===== src/rtl/audio_pkg.sv =====
// Shared types, default sample-ROM regions and PCM conversion for the sound-effect sequencer.
// Latency: n/a (package only).
// Backpressure: n/a (package only).
package audio_pkg;

  typedef enum logic [2:0] {
    IDLE,
    PLAY_START,
    PLAY_CHOMP,
    PLAY_EATGHOST,
    PLAY_DEATH
  } state_t;

  localparam int DEF_ADDR_W     = 16;

  // Default layout of the shared sample ROM, one contiguous region per effect.
  localparam int DEF_START_BASE = 0;
  localparam int DEF_START_LEN  = 50000;
  localparam int DEF_CHOMP_BASE = 50000;
  localparam int DEF_CHOMP_LEN  = 4000;
  localparam int DEF_EATG_BASE  = 54000;
  localparam int DEF_EATG_LEN   = 4000;
  localparam int DEF_DEATH_BASE = 58000;
  localparam int DEF_DEATH_LEN  = 7536;

  // Unsigned 8-bit sample -> signed, left-justified 24-bit PCM.
  // Flipping the MSB turns offset-binary into two's complement.
  function automatic logic [23:0] pcm_from_u8(input logic [7:0] s);
    return {s ^ 8'h80, 16'h0000};
  endfunction

endpackage


===== src/rtl/play_audio_if.sv =====
// Request, sample-ROM and codec DAC write bundle for the sound-effect sequencer.
// Latency: n/a (signal bundle).
// Backpressure: write_ready from the codec gates write; the master side never writes without it.
// master: the sequencer (drives rom_addr, write, writedata_*, busy).
// slave:  the surrounding game/ROM/codec logic (drives requests, rom_q, write_ready).
interface play_audio_if #(
  parameter int ADDR_W = 16
);
  logic              start;
  logic              chomp;
  logic              eatghost;
  logic              death;
  logic [ADDR_W-1:0] rom_addr;
  logic [7:0]        rom_q;
  logic              write_ready;
  logic              write;
  logic [23:0]       writedata_left;
  logic [23:0]       writedata_right;
  logic              busy;

  modport master (
    input  start, chomp, eatghost, death, rom_q, write_ready,
    output rom_addr, write, writedata_left, writedata_right, busy
  );

  modport slave (
    output start, chomp, eatghost, death, rom_q, write_ready,
    input  rom_addr, write, writedata_left, writedata_right, busy
  );
endinterface


===== src/rtl/sample_addr_counter.sv =====
// Loadable sample ROM address / offset counter with a terminal flag at offset LEN-1.
// Latency: load and increment take effect at the next CLOCK_50 edge; terminal is combinational.
// Backpressure: holds its value whenever neither load nor inc is asserted.
// Ports: CLOCK_50/reset, load+base (start of region), inc (step), len (region length),
//        addr (ROM address), offset (position within region), terminal (offset == len-1).
module sample_addr_counter #(
  parameter int ADDR_W = 16
) (
  input  logic              CLOCK_50,
  input  logic              reset,
  input  logic              load,
  input  logic [ADDR_W-1:0] base,
  input  logic              inc,
  input  logic [ADDR_W-1:0] len,
  output logic [ADDR_W-1:0] addr,
  output logic [ADDR_W-1:0] offset,
  output logic              terminal
);

  always_ff @(posedge CLOCK_50 or negedge reset) begin
    if (!reset) begin
      addr   <= '0;
      offset <= '0;
    end else if (load) begin
      addr   <= base;
      offset <= '0;
    end else if (inc) begin
      addr   <= addr + 1'b1;
      offset <= offset + 1'b1;
    end
  end

  assign terminal = (offset == (len - 1'b1));

endmodule


===== src/rtl/play_audio.sv =====
// Sound-effect sequencer: on a one-cycle request, streams that effect's ROM samples to the codec as 24-bit PCM.
// Latency: request at edge N -> ROM address at N+1 -> first write possible at N+2; two cycles minimum per sample.
// Backpressure: write_ready low freezes address/offset; requests while playing are dropped, not queued.
// Ports: CLOCK_50, reset (async, active low), aif (requests, ROM address/data, codec write, busy).
module play_audio
  import audio_pkg::*;
#(
  parameter int ADDR_W     = DEF_ADDR_W,
  parameter int START_BASE = DEF_START_BASE,
  parameter int START_LEN  = DEF_START_LEN,
  parameter int CHOMP_BASE = DEF_CHOMP_BASE,
  parameter int CHOMP_LEN  = DEF_CHOMP_LEN,
  parameter int EATG_BASE  = DEF_EATG_BASE,
  parameter int EATG_LEN   = DEF_EATG_LEN,
  parameter int DEATH_BASE = DEF_DEATH_BASE,
  parameter int DEATH_LEN  = DEF_DEATH_LEN
) (
  input  logic          CLOCK_50,
  input  logic          reset,
  play_audio_if.master  aif
);

  localparam logic [ADDR_W-1:0] START_B = ADDR_W'(START_BASE);
  localparam logic [ADDR_W-1:0] START_L = ADDR_W'(START_LEN);
  localparam logic [ADDR_W-1:0] CHOMP_B = ADDR_W'(CHOMP_BASE);
  localparam logic [ADDR_W-1:0] CHOMP_L = ADDR_W'(CHOMP_LEN);
  localparam logic [ADDR_W-1:0] EATG_B  = ADDR_W'(EATG_BASE);
  localparam logic [ADDR_W-1:0] EATG_L  = ADDR_W'(EATG_LEN);
  localparam logic [ADDR_W-1:0] DEATH_B = ADDR_W'(DEATH_BASE);
  localparam logic [ADDR_W-1:0] DEATH_L = ADDR_W'(DEATH_LEN);

  state_t            state;
  state_t            req_state;
  logic              rom_wait;
  logic              any_req;
  logic              playing;
  logic              accept;
  logic              load;
  logic              inc;
  logic              terminal;
  logic [ADDR_W-1:0] req_base;
  logic [ADDR_W-1:0] cur_len;
  logic [ADDR_W-1:0] offset;

  // Fixed priority: start > chomp > eatghost > death.
  always_comb begin
    req_state = IDLE;
    req_base  = START_B;
    if (aif.start) begin
      req_state = PLAY_START;
      req_base  = START_B;
    end else if (aif.chomp) begin
      req_state = PLAY_CHOMP;
      req_base  = CHOMP_B;
    end else if (aif.eatghost) begin
      req_state = PLAY_EATGHOST;
      req_base  = EATG_B;
    end else if (aif.death) begin
      req_state = PLAY_DEATH;
      req_base  = DEATH_B;
    end
  end

  always_comb begin
    cur_len = START_L;
    case (state)
      PLAY_CHOMP:    cur_len = CHOMP_L;
      PLAY_EATGHOST: cur_len = EATG_L;
      PLAY_DEATH:    cur_len = DEATH_L;
      default:       cur_len = START_L;
    endcase
  end

  assign any_req = aif.start | aif.chomp | aif.eatghost | aif.death;
  assign playing = (state != IDLE);
  // rom_wait covers the ROM's one-cycle read latency after every address change.
  assign accept  = aif.write_ready & ~rom_wait;
  assign load    = ~playing & any_req;
  assign inc     = playing & accept & ~terminal;

  always_ff @(posedge CLOCK_50 or negedge reset) begin
    if (!reset) begin
      state    <= IDLE;
      rom_wait <= 1'b0;
    end else begin
      case (state)
        IDLE: begin
          rom_wait <= any_req;
          if (any_req) state <= req_state;
        end
        default: begin
          // Accept is impossible while waiting, so this also clears a pending wait.
          rom_wait <= accept & ~terminal;
          if (accept && terminal) state <= IDLE;
        end
      endcase
    end
  end

  sample_addr_counter #(
    .ADDR_W (ADDR_W)
  ) u_cnt (
    .CLOCK_50 (CLOCK_50),
    .reset    (reset),
    .load     (load),
    .base     (req_base),
    .inc      (inc),
    .len      (cur_len),
    .addr     (aif.rom_addr),
    .offset   (offset),
    .terminal (terminal)
  );

  // The codec is fed continuously; in IDLE it receives silence.
  assign aif.write           = accept;
  assign aif.writedata_left  = playing ? pcm_from_u8(aif.rom_q) : 24'h000000;
  assign aif.writedata_right = aif.writedata_left;
  assign aif.busy            = playing;

endmodule


===== src/flat_wrapper.sv =====
// flat-port wrapper written by rule: the top's interface ports become plain ports
module play_audio_flat import audio_pkg::*;
#(
  parameter int ADDR_W     = DEF_ADDR_W,
  parameter int START_BASE = DEF_START_BASE,
  parameter int START_LEN  = DEF_START_LEN,
  parameter int CHOMP_BASE = DEF_CHOMP_BASE,
  parameter int CHOMP_LEN  = DEF_CHOMP_LEN,
  parameter int EATG_BASE  = DEF_EATG_BASE,
  parameter int EATG_LEN   = DEF_EATG_LEN,
  parameter int DEATH_BASE = DEF_DEATH_BASE,
  parameter int DEATH_LEN  = DEF_DEATH_LEN
)
  (CLOCK_50, reset, aif_start, aif_chomp, aif_eatghost, aif_death, aif_rom_q, aif_write_ready, aif_rom_addr, aif_write, aif_writedata_left, aif_writedata_right, aif_busy);
  play_audio_if #(.ADDR_W(ADDR_W)) aif_i ();
  input  logic CLOCK_50;
  input  logic reset;
  input wire logic [$bits(aif_i.start)-1:0] aif_start;
  input wire logic [$bits(aif_i.chomp)-1:0] aif_chomp;
  input wire logic [$bits(aif_i.eatghost)-1:0] aif_eatghost;
  input wire logic [$bits(aif_i.death)-1:0] aif_death;
  input wire logic [$bits(aif_i.rom_q)-1:0] aif_rom_q;
  input wire logic [$bits(aif_i.write_ready)-1:0] aif_write_ready;
  output wire logic [$bits(aif_i.rom_addr)-1:0] aif_rom_addr;
  output wire logic [$bits(aif_i.write)-1:0] aif_write;
  output wire logic [$bits(aif_i.writedata_left)-1:0] aif_writedata_left;
  output wire logic [$bits(aif_i.writedata_right)-1:0] aif_writedata_right;
  output wire logic [$bits(aif_i.busy)-1:0] aif_busy;
  assign aif_i.start = aif_start;
  assign aif_i.chomp = aif_chomp;
  assign aif_i.eatghost = aif_eatghost;
  assign aif_i.death = aif_death;
  assign aif_i.rom_q = aif_rom_q;
  assign aif_i.write_ready = aif_write_ready;
  assign aif_rom_addr = aif_i.rom_addr;
  assign aif_write = aif_i.write;
  assign aif_writedata_left = aif_i.writedata_left;
  assign aif_writedata_right = aif_i.writedata_right;
  assign aif_busy = aif_i.busy;
  play_audio #(.ADDR_W(ADDR_W), .START_BASE(START_BASE), .START_LEN(START_LEN), .CHOMP_BASE(CHOMP_BASE), .CHOMP_LEN(CHOMP_LEN), .EATG_BASE(EATG_BASE), .EATG_LEN(EATG_LEN), .DEATH_BASE(DEATH_BASE), .DEATH_LEN(DEATH_LEN)) u_core (.CLOCK_50(CLOCK_50), .reset(reset), .aif(aif_i));
endmodule

===== config.mk =====
export PLATFORM = sky130hd
export DESIGN_NAME = play_audio_flat
export DESIGN_NICKNAME = d
export VERILOG_FILES = /design/src/rtl/audio_pkg.sv /design/src/rtl/play_audio_if.sv /design/src/rtl/sample_addr_counter.sv /design/src/rtl/play_audio.sv /design/src/flat_wrapper.sv
export SDC_FILE = /design/constraint.sdc
export NUM_CORES = 1
export LEC_CHECK = 0
export BUFFER_PORTS_ARGS = -buffer_cell sky130_fd_sc_hd__buf_4
export CAP_MARGIN = 20
export CELL_PAD_IN_SITES_DETAIL_PLACEMENT = 1
export CELL_PAD_IN_SITES_GLOBAL_PLACEMENT = 2
export CORE_ASPECT_RATIO = 0.8
export CORE_MARGIN = 2
export CORE_UTILIZATION = 29
export CTS_CLUSTER_DIAMETER = 120
export DETAILED_ROUTE_END_ITERATION = 8
export PLACE_DENSITY = 0.89
export SYNTH_ARGS = -nofsm -noshare
export SYNTH_HDL_FRONTEND = slang
export SYNTH_SLANG_ARGS = --single-unit

===== constraint.sdc =====
create_clock -name CLOCK_50 -period 2.8 [get_ports CLOCK_50]
set_input_delay 0.84 -clock CLOCK_50 [delete_from_list [all_inputs] [get_ports CLOCK_50]]
set_output_delay 0.84 -clock CLOCK_50 [all_outputs]
set_load 0.01 [all_outputs]

Word-level counts from Yosys, hierarchy flattened
Cells that the tools add are included.
Word-level totals
  flip-flop bits (word level): 36
  input bits: 15
  output and inout port bits: 66
  word-level logic and storage cells: 49
Cells by class
  add/sub/neg operators: 3
  equal/unequal tests: 5
  multiplexer cells: 18
  bitwise gates (word level): 12
  reductions and logical operators: 7
Operator list (number)
  $mux W16: 8
  $add A16 B1 Y16 const B: 2
  $pmux W16 S2: 1
  $mux W24: 1
  $mux W3: 7
  $eq A16 B16 Y1: 1
  $sub A16 B1 Y16 const B: 1
  $eq A3 B2 Y1 const B: 2
  $and A1 B1 Y1: 5
  $not A1 Y1: 4
  $reduce_bool A2 Y1: 2
  $eq A3 B3 Y1 const B: 1
  $logic_not A3 Y1: 1
  $or A1 B1 Y1: 3
  $reduce_bool A3 Y1: 1
  $ne A2 B1 Y1 const B: 1
  $reduce_and A2 Y1: 1
  $reduce_or A2 Y1: 1
  $logic_and A1 B1 Y1: 1
  $mux W1: 1

Depth between registers and ports, before layout
Gate-level depths: netlist of run 1.
  depth in word-level cells: 9
  gate-level depth with buffers: 9

By module
A second synthesis of run 1 with hierarchy kept.
Second synthesis, totals
  cells, all modules: 344
  area total of the unflattened synthesis: 2835.2 µm²
By module, submodules not included
  sample_addr_counter: instances 1, cells each 261, area each 2202.1 µm²
  play_audio: instances 1, cells each 83, area each 633.1 µm²

Least setup slack after synthesis of run 1
OpenSTA, ideal clock, no wires.
  path type: register to output
  start: register u_core.state[2]
  end: output port aif_writedata_right[16]
  data arrival time: 1.425 ns
  data required time: 1.960 ns
  slack: 0.535 ns
  stages on the path, launching flop included: 6
  buffers on the path: 2
  path through: dfrtp_1 nor3_2 inv_1 clkbuf_1 and2_1 buf_4
On the way
  word-level cells in the longest chain between the ends: 2
RTL lines
  start: declaration: line play_audio.sv:32  | state_t state;
  start signal: assignment: line play_audio.sv:89  | if (any_req) state <= req_state;
  $reduce_bool A3 Y1: line play_audio.sv:75  | assign playing = (state != IDLE);
  named net aif_busy: line flat_wrapper.sv:28  | output wire logic [$bits(aif_i.busy)-1:0] aif_busy;
  $mux W24: line play_audio.sv:116  | assign aif.writedata_left = playing ? pcm_from_u8(aif.rom_q) : 24'h000000;
  end: declaration: line flat_wrapper.sv:27  | output wire logic [$bits(aif_i.writedata_right)-1:0] aif_writedata_right;
The timed path passes the listed nets, and every way through them passes these cells.

Worst setup path in the final report of run 1
  start: register u_core.state[2]
  end: output port aif_writedata_right[16]
On the way
  word-level cells in the longest chain between the ends: 2
RTL lines (line)
  $reduce_bool A3 Y1: play_audio.sv:75
  $mux W24: play_audio.sv:116
No other way between the ends.

==> flow_metrics.py, run 1 <==
metrics = {
    "status": {
        "status": "complete, no violations",
    },
    "synthesis": {
        "ys_ff_latch": 36,
        "synth-edff-count": 0,
        "postSynth.asyncResetShare_pct": 100,
        "yosysSeqAreaShare_pct": 37.5,
        "synth.distinct_cells": 50,
        "synthCells": 270,
        "syn-cell-area_mm2": 0.00240,
        "synthFlopType": "dfrtp_1",
        "ys_warn_count": 0,
        "avgSynthCellArea_um2": 8.90,
    },
    "critical_path": {
        "critical_path_class": "flip-flop to output pin",
        "slowest_stage": "dfrtp_1",
        "cp-end-kind": "output pin",
        "crit_required_ps": 1960,
        "cp_max_fo": 15,
        "reg2reg_slack_ps": 400,
        "path_cells": "nor3_2 -> inv_1 -> and2_1 -> buf_4",
        "worstPathArrival_ps": 1600,
        "start_kind": "flip-flop",
        "max_stage_delay_ps": 420,
    },
    "placed_design": {
        "dp_hpwl_um": 4550,
        "finalWeightedCongestion": 0.744,
        "place_inst": 414,
        "io_buffers": 48,
        "post_dp_cell_area_mm2": 0.00273,
        "pre_cts_ws_ps": 386,
    },
    "timing": {
        "rsz0062_at_grt": "false",
        "fin_skew_ps": 11.8,
        "post-route-period-util_pct": 87.3,
        "period_needed_ps": 2440,
        "worstMarginPinSlew_ps": 523,
        "fin_hold_ws_ps": 495,
        "layout_setup_ws_ps": 356,
        "finalSetupTns_ps": 0,
        "final_max_slew_viol_count": 0,
        "setup_violations": 0,
        "max_freq_mhz": 409,
        "finalHoldViolCount": 0,
        "slew_headroom_pct": 65.1,
    },
    "cells_and_area": {
        "n_fill_cell": 978,
        "stdcell_count": 422,
        "drive_gt1_share_pct": 21.7,
        "design_area_mm2": 0.00283,
        "antennaDiodeCount": 0,
        "nets": 330,
        "register_area_um2": 901,
        "multi_input_area_mm2": 0.00125,
        "synthToLayoutAreaGrowth_pct": 17.9,
        "fin_util_pct": 35.5,
    },
    "cts": {
        "max-clock-path-buffers": 2,
        "cts-root-buf": "clkbuf_8",
        "cts_resized": 0,
        "htreeDepth": 2,
        "cts-buffers-inserted": 5,
        "cts_tree": "done",
        "clk_pin_slew_ps": 80,
        "worstSkewPairLatency_ps": 300,
        "cts_setup_buffers": 0,
        "cts_sinks": 36,
        "cts_hold_buf": 0,
    },
    "floorplanning": {
        "fp.coreArea_mm2": 0.00798,
        "die-area_mm2": 0.00904,
        "top_level_ports": 81,
        "fp.dieW_um": 106,
        "die_h_um": 85.4,
        "rows": 29,
        "start_util_pct": 30.1,
    },
    "route": {
        "vias": 2073,
        "drt_pass1_iterations": 4,
        "route.detailed.drc": 0,
        "drt-total-wl_um": 6120,
        "via_per_inst": 4.91,
        "ant_nets": 0,
        "wl_per_cell_um": 14.5,
        "first_iter_violations": 89,
    },
    "grt": {
        "grt_antenna_before_repair": 0,
        "grt_max_degree": 37,
        "grt_pass1_wl_um": 10300,
        "track_usage_pct": 14.1,
        "grt_pass1_vias": 2040,
        "overflow": 0,
    },
    "power": {
        "seqPwrFrac_pct": 42.4,
        "p_clk_share_pct": 24.1,
        "power_leakage_nw": 1.28,
        "switching_share_pct": 36.0,
        "cellPowerDensity_mw_per_mm2": 673,
        "internal_power_mw": 1.22,
        "ir_worst_vdd_mv": 0.211,
        "switching_power_uw": 686,
        "p_total_mw": 1.91,
        "p_comb_share_pct": 33.5,
    },
    "job": {
        "cap_violations": 0,
    },
    "min_path": {
        "min_path_type": "primary input to asynchronous set/reset pin",
    },
}
[per-layer routing]
layer	share of wire [%]	routed length (um)	GRT usage, %
met1	48	2940	19.0
met2	45	2760	22.1
met3	6.0	370	4.30
met4	0.91	56	3.83
met5	0	0	0
[cell usage in the layout (no fill, tap or decap), drive strengths merged, types with 4 or more instances in the layout]
| cell | count |
|---|---|
| o211ai | 7 |
| conb | 32 |
| nand4 | 4 |
| or3 | 5 |
| clkbuf | 6 |
| nand2 | 19 |
| dfrtp | 36 |
| a31oi | 4 |
| nand3 | 10 |
| o31ai | 9 |
| mux2i | 5 |
| o21ai | 8 |
| xor2 | 7 |
| nor3 | 7 |
| and2 | 9 |
| inv | 8 |
| buf | 53 |
| and3 | 7 |
| a21oi | 10 |
| nor2 | 26 |
[final cells by class]
| type | count | area share, % |
|---|---|---|
| multi-input combinational | 209 | 44.1 |
| clock inverter | 2 | 1.24 |
| clock buffer | 6 | 2.56 |
| inverter | 8 | 1.06 |
| tap | 108 | 4.77 |
| timing repair buffer | 53 | 14.5 |
| sequential | 36 | 31.8 |
[worst max-delay path: cells and delay by family (launching register included)]
kind,cells,cell delay [ps]
flip-flops,1,420
buffers and inverters,2,390
AND/OR/NAND/NOR,2,490
[path summary, 6_finish.rpt]
kind	cells after the start	startpoint	to
max reg2reg	8	u_core.u_cnt.offset[0]$_DFFE_PN0P_	u_core.u_cnt.addr[4]$_DFFE_PN0P_
min in group CLOCK_50	1	u_core.u_cnt.offset[2]$_DFFE_PN0P_	u_core.u_cnt.offset[2]$_DFFE_PN0P_
max in group asynchronous	1	reset	u_core.u_cnt.addr[11]$_DFFE_PN0P_
min	1	reset	u_core.u_cnt.addr[0]$_DFFE_PN0P_
min reg2reg	1	u_core.u_cnt.offset[2]$_DFFE_PN0P_	u_core.u_cnt.offset[2]$_DFFE_PN0P_
max	4	u_core.state[2]$_DFFE_PN0P_	aif_writedata_right[16]
[state kept, by name (all words and copies together) (netlist names)]
register and count:
u_core.u_cnt.addr 16, u_core.u_cnt.offset 16, u_core.state 3, u_core.rom_wait 1
[cell usage after synthesis, drive strengths merged (2+ instances only)]
library cell  count  area [um^2]
o311ai            3         26.3
o31a              2         17.5
nor3              7         40.0
nand3            10         50.1
mux2i             5         62.6
o31ai             9         67.6
a31oi             4         25.0
dfrtp            36          901
nand4             4         25.0
and2              9         56.3
o21ai             8         40.0
nor2b             3         18.8
or4               2         15.0
nor3b             2         20.0
inv               8         30.0
o211ai            7         52.6
buf              44          325
xnor2             3         26.3
a21oi            10         50.1
clkbuf            4         15.0
o22a              2         17.5
a21o              2         15.0
nand2            19         71.3
ha                2         25.0
and3              7         43.8
or3               5         31.3
nor2             26         97.6
or2               3         18.8
o41ai             2         17.5
xor2              7         61.3
[cell families after synthesis]
family,after synthesis,share of synthesized area [%]
AND/OR/NAND/NOR,103,22.3
AO/OA/AOI/OAI,57,17.4
buffers and inverters,56,15.4
flip-flops,36,37.5
XOR/XNOR,10,3.64
multiplexers,5,2.60
adder cells (fa/ha/maj),2,1.04
other,1,0.156
[power groups by stage]
stage / clock network [mW] / registers, mW / logic [mW]
final: 0.459 / 0.809 / 0.640
after global routing: 0.494 / 0.834 / 0.714
after CTS: 0.478 / 0.811 / 0.648
after detailed placement: 0 / 0.817 / 0.644
after global placement: 0 / 0.809 / 0.616
after floorplan: 0 / 0.811 / 0.389
Power figures use the tool's default switching activity.
==> run 2, diff against run 1 <==
--- a/config.mk
+++ b/config.mk
@@ -11,3 +11,3 @@
 export CELL_PAD_IN_SITES_GLOBAL_PLACEMENT = 2
-export CORE_ASPECT_RATIO = 0.8
+export CORE_ASPECT_RATIO = 0.5
 export CORE_MARGIN = 2
@@ -16,3 +16,3 @@
 export DETAILED_ROUTE_END_ITERATION = 8
-export PLACE_DENSITY = 0.89
+export PLACE_DENSITY = 0.9
 export SYNTH_ARGS = -nofsm -noshare
==> constraint.sdc (replaced) <==
create_clock -name CLOCK_50 -period 2.8 [get_ports CLOCK_50]
set_input_delay 0 -clock CLOCK_50 [delete_from_list [all_inputs] [get_ports CLOCK_50]]
set_output_delay 0 -clock CLOCK_50 [all_outputs]
set_load 0.01 [all_outputs]
==> run 2 against run 1 <==
Clock skew fell by 6.7 ps. Final cell count rose by 0.95%. Utilization rose by 0.37 points. Via count down 2.2%. Register-to-register slack lost 30 ps. Wire length down 0.21%. Largest cell class unchanged. Final area is 1.6% higher. First-iteration DRC count rose by 4.5%. Die area is 0.44% higher. Sequential share of layout area is 0.51 points lower. Critical endpoint is now u_core.u_cnt.addr[4]$_DFFE_PN0P_. Global-route usage decreased by 0.19 points.
==> flow_metrics.py, run 2 (synthesis gave the netlist of run 1 again) <==
metrics = {
    "grt": {
        "grt_max_degree": 37,
        "overflow": 0,
        "grt_pass1_wl_um": 9870,
        "grt_pass1_vias": 2051,
        "grt_antenna_before_repair": 0,
        "track_usage_pct": 13.9,
    },
    "route": {
        "ant_nets": 0,
        "route.detailed.drc": 0,
        "vias": 2027,
        "drt-total-wl_um": 6110,
        "drt_pass1_iterations": 4,
        "via_per_inst": 4.76,
        "first_iter_violations": 93,
        "wl_per_cell_um": 14.3,
    },
    "status": {
        "status": "complete, no violations",
    },
    "power": {
        "cellPowerDensity_mw_per_mm2": 697,
        "power_leakage_nw": 1.30,
        "ir_worst_vdd_mv": 0.224,
    },
    "cts": {
        "cts-root-buf": "clkbuf_16",
        "clk_pin_slew_ps": 60,
        "cts_tree": "done",
        "htreeDepth": 2,
        "cts-buffers-inserted": 5,
        "worstSkewPairLatency_ps": 280,
        "max-clock-path-buffers": 2,
        "cts_sinks": 36,
    },
    "floorplanning": {
        "rows": 23,
        "fp.coreArea_mm2": 0.00803,
        "fp.dieW_um": 133,
        "die_h_um": 68.4,
        "die-area_mm2": 0.00908,
        "start_util_pct": 29.9,
        "top_level_ports": 81,
    },
    "cells_and_area": {
        "reg_top3": "u_core.u_cnt.addr (16), u_core.u_cnt.offset (16), u_core.state (3)",
        "register_area_um2": 901,
        "synthToLayoutAreaGrowth_pct": 19.8,
        "n_fill_cell": 939,
        "antennaDiodeCount": 0,
        "nets": 330,
        "final_cell_mix": "buf_4, dfrtp_1, conb_1, nor2_1, nand2_1",
        "layout_commonest_cell": "buf_4",
        "multi_input_area_mm2": 0.00125,
        "drive_gt1_share_pct": 21.0,
    },
    "min_path": {
        "min_path_type": "primary input to flip-flop",
    },
    "timing": {
        "period_needed_ps": 2430,
        "worstMarginPinSlew_ps": 542,
        "setup_violations": 0,
        "rsz0062_at_grt": "false",
        "fin_skew_ps": 5.08,
        "finalSetupTns_ps": 0,
        "slew_headroom_pct": 63.9,
        "max_freq_mhz": 412,
        "finalHoldViolCount": 0,
        "layout_setup_ws_ps": 371,
        "final_max_slew_viol_count": 0,
        "post-route-period-util_pct": 86.8,
    },
    "critical_path": {
        "crit_start": "u_core.u_cnt.offset[0]$_DFFE_PN0P_",
        "r2r_cells": 8,
        "reg2reg_slack_ps": 370,
        "crit_required_ps": 2970,
        "worstPathArrival_ps": 2590,
        "cp_max_fo": 22,
        "r2r-start": "u_core.u_cnt.offset[0]$_DFFE_PN0P_",
        "start_kind": "flip-flop",
        "rr_endpoint": "u_core.u_cnt.addr[4]$_DFFE_PN0P_",
        "cp-end-kind": "flip-flop",
        "worstSetupEndpoint": "u_core.u_cnt.addr[4]$_DFFE_PN0P_",
        "critical_path_class": "flip-flop to flip-flop",
    },
    "placed_design": {
        "io_buffers": 48,
        "dp_hpwl_um": 4530,
        "finalWeightedCongestion": 0.763,
        "pre_cts_ws_ps": 393,
    },
    "job": {
        "cap_violations": 0,
    },
}
==> run 2: per-stage QoR <==
stage	hold WS [ps]	instance area [um^2]	instances	power, mW	util, %
after CTS	21.2	2880	426	2.03	35.9
after global routing	43.5	2880	426	2.13	35.9
after floorplan	-296	2520	301	1.20	-
after detailed placement	-8.37	2720	417	1.46	33.9
after global placement	-10.4	2720	417	1.42	33.9
final	24.6	2880	426	2.01	35.9
==> run 2: final cells by class <==
type,count,share of cell area (%)
clock buffer,8,5.08
inverter,8,1.04
multi-input combinational,209,43.4
sequential,36,31.3
tap,112,4.87
timing repair buffer,53,14.3
==> run 2: layer usage <==
metal	track usage [%]	wire length (um)
met1	16.2	2700
met2	26.6	3120
met3	2.96	230
met4	4.17	64
met5	0	0
==> run 2: worst min path at each step <==
stage	start	to	slack, ps	cells past startpoint
final	aif_start	u_core.state[0]$_DFFE_PN0P_	20	3
after global routing	aif_start	u_core.state[0]$_DFFE_PN0P_	40	3
after CTS	aif_start	u_core.state[0]$_DFFE_PN0P_	20	3
after detailed placement	reset	u_core.u_cnt.offset[10]$_DFFE_PN0P_	-8	1
after global placement	reset	u_core.u_cnt.offset[11]$_DFFE_PN0P_	-10	1
after floorplan	reset	u_core.rom_wait$_DFF_PN0_	-300	0
==> run 2: power by group <==
part / leakage [nW] / internal [mW] / total (mW) / switching, mW
registers: 0.458 / 0.646 / 0.806 / 0.160
logic: 0.767 / 0.312 / 0.641 / 0.329
clock network: 0.0712 / 0.355 / 0.562 / 0.207
==> run 2: timing repair <==
action                    4_1_cts  5_1_grt
hold buffers                    1        0
hold endpoints to repair       36        0
resized for setup               0        0
setup buffers                   0        0
==> run 2: worst max-delay path: stages, from the launching register on <==
cell       delay [ps]
dfrtp_1           400
ha_1              190
nand3_1           150
nor4bb_1          400
o2111ai_2         210
o21bai_4          420
buf_12            230
nor3b_1            60
a221o_1           250
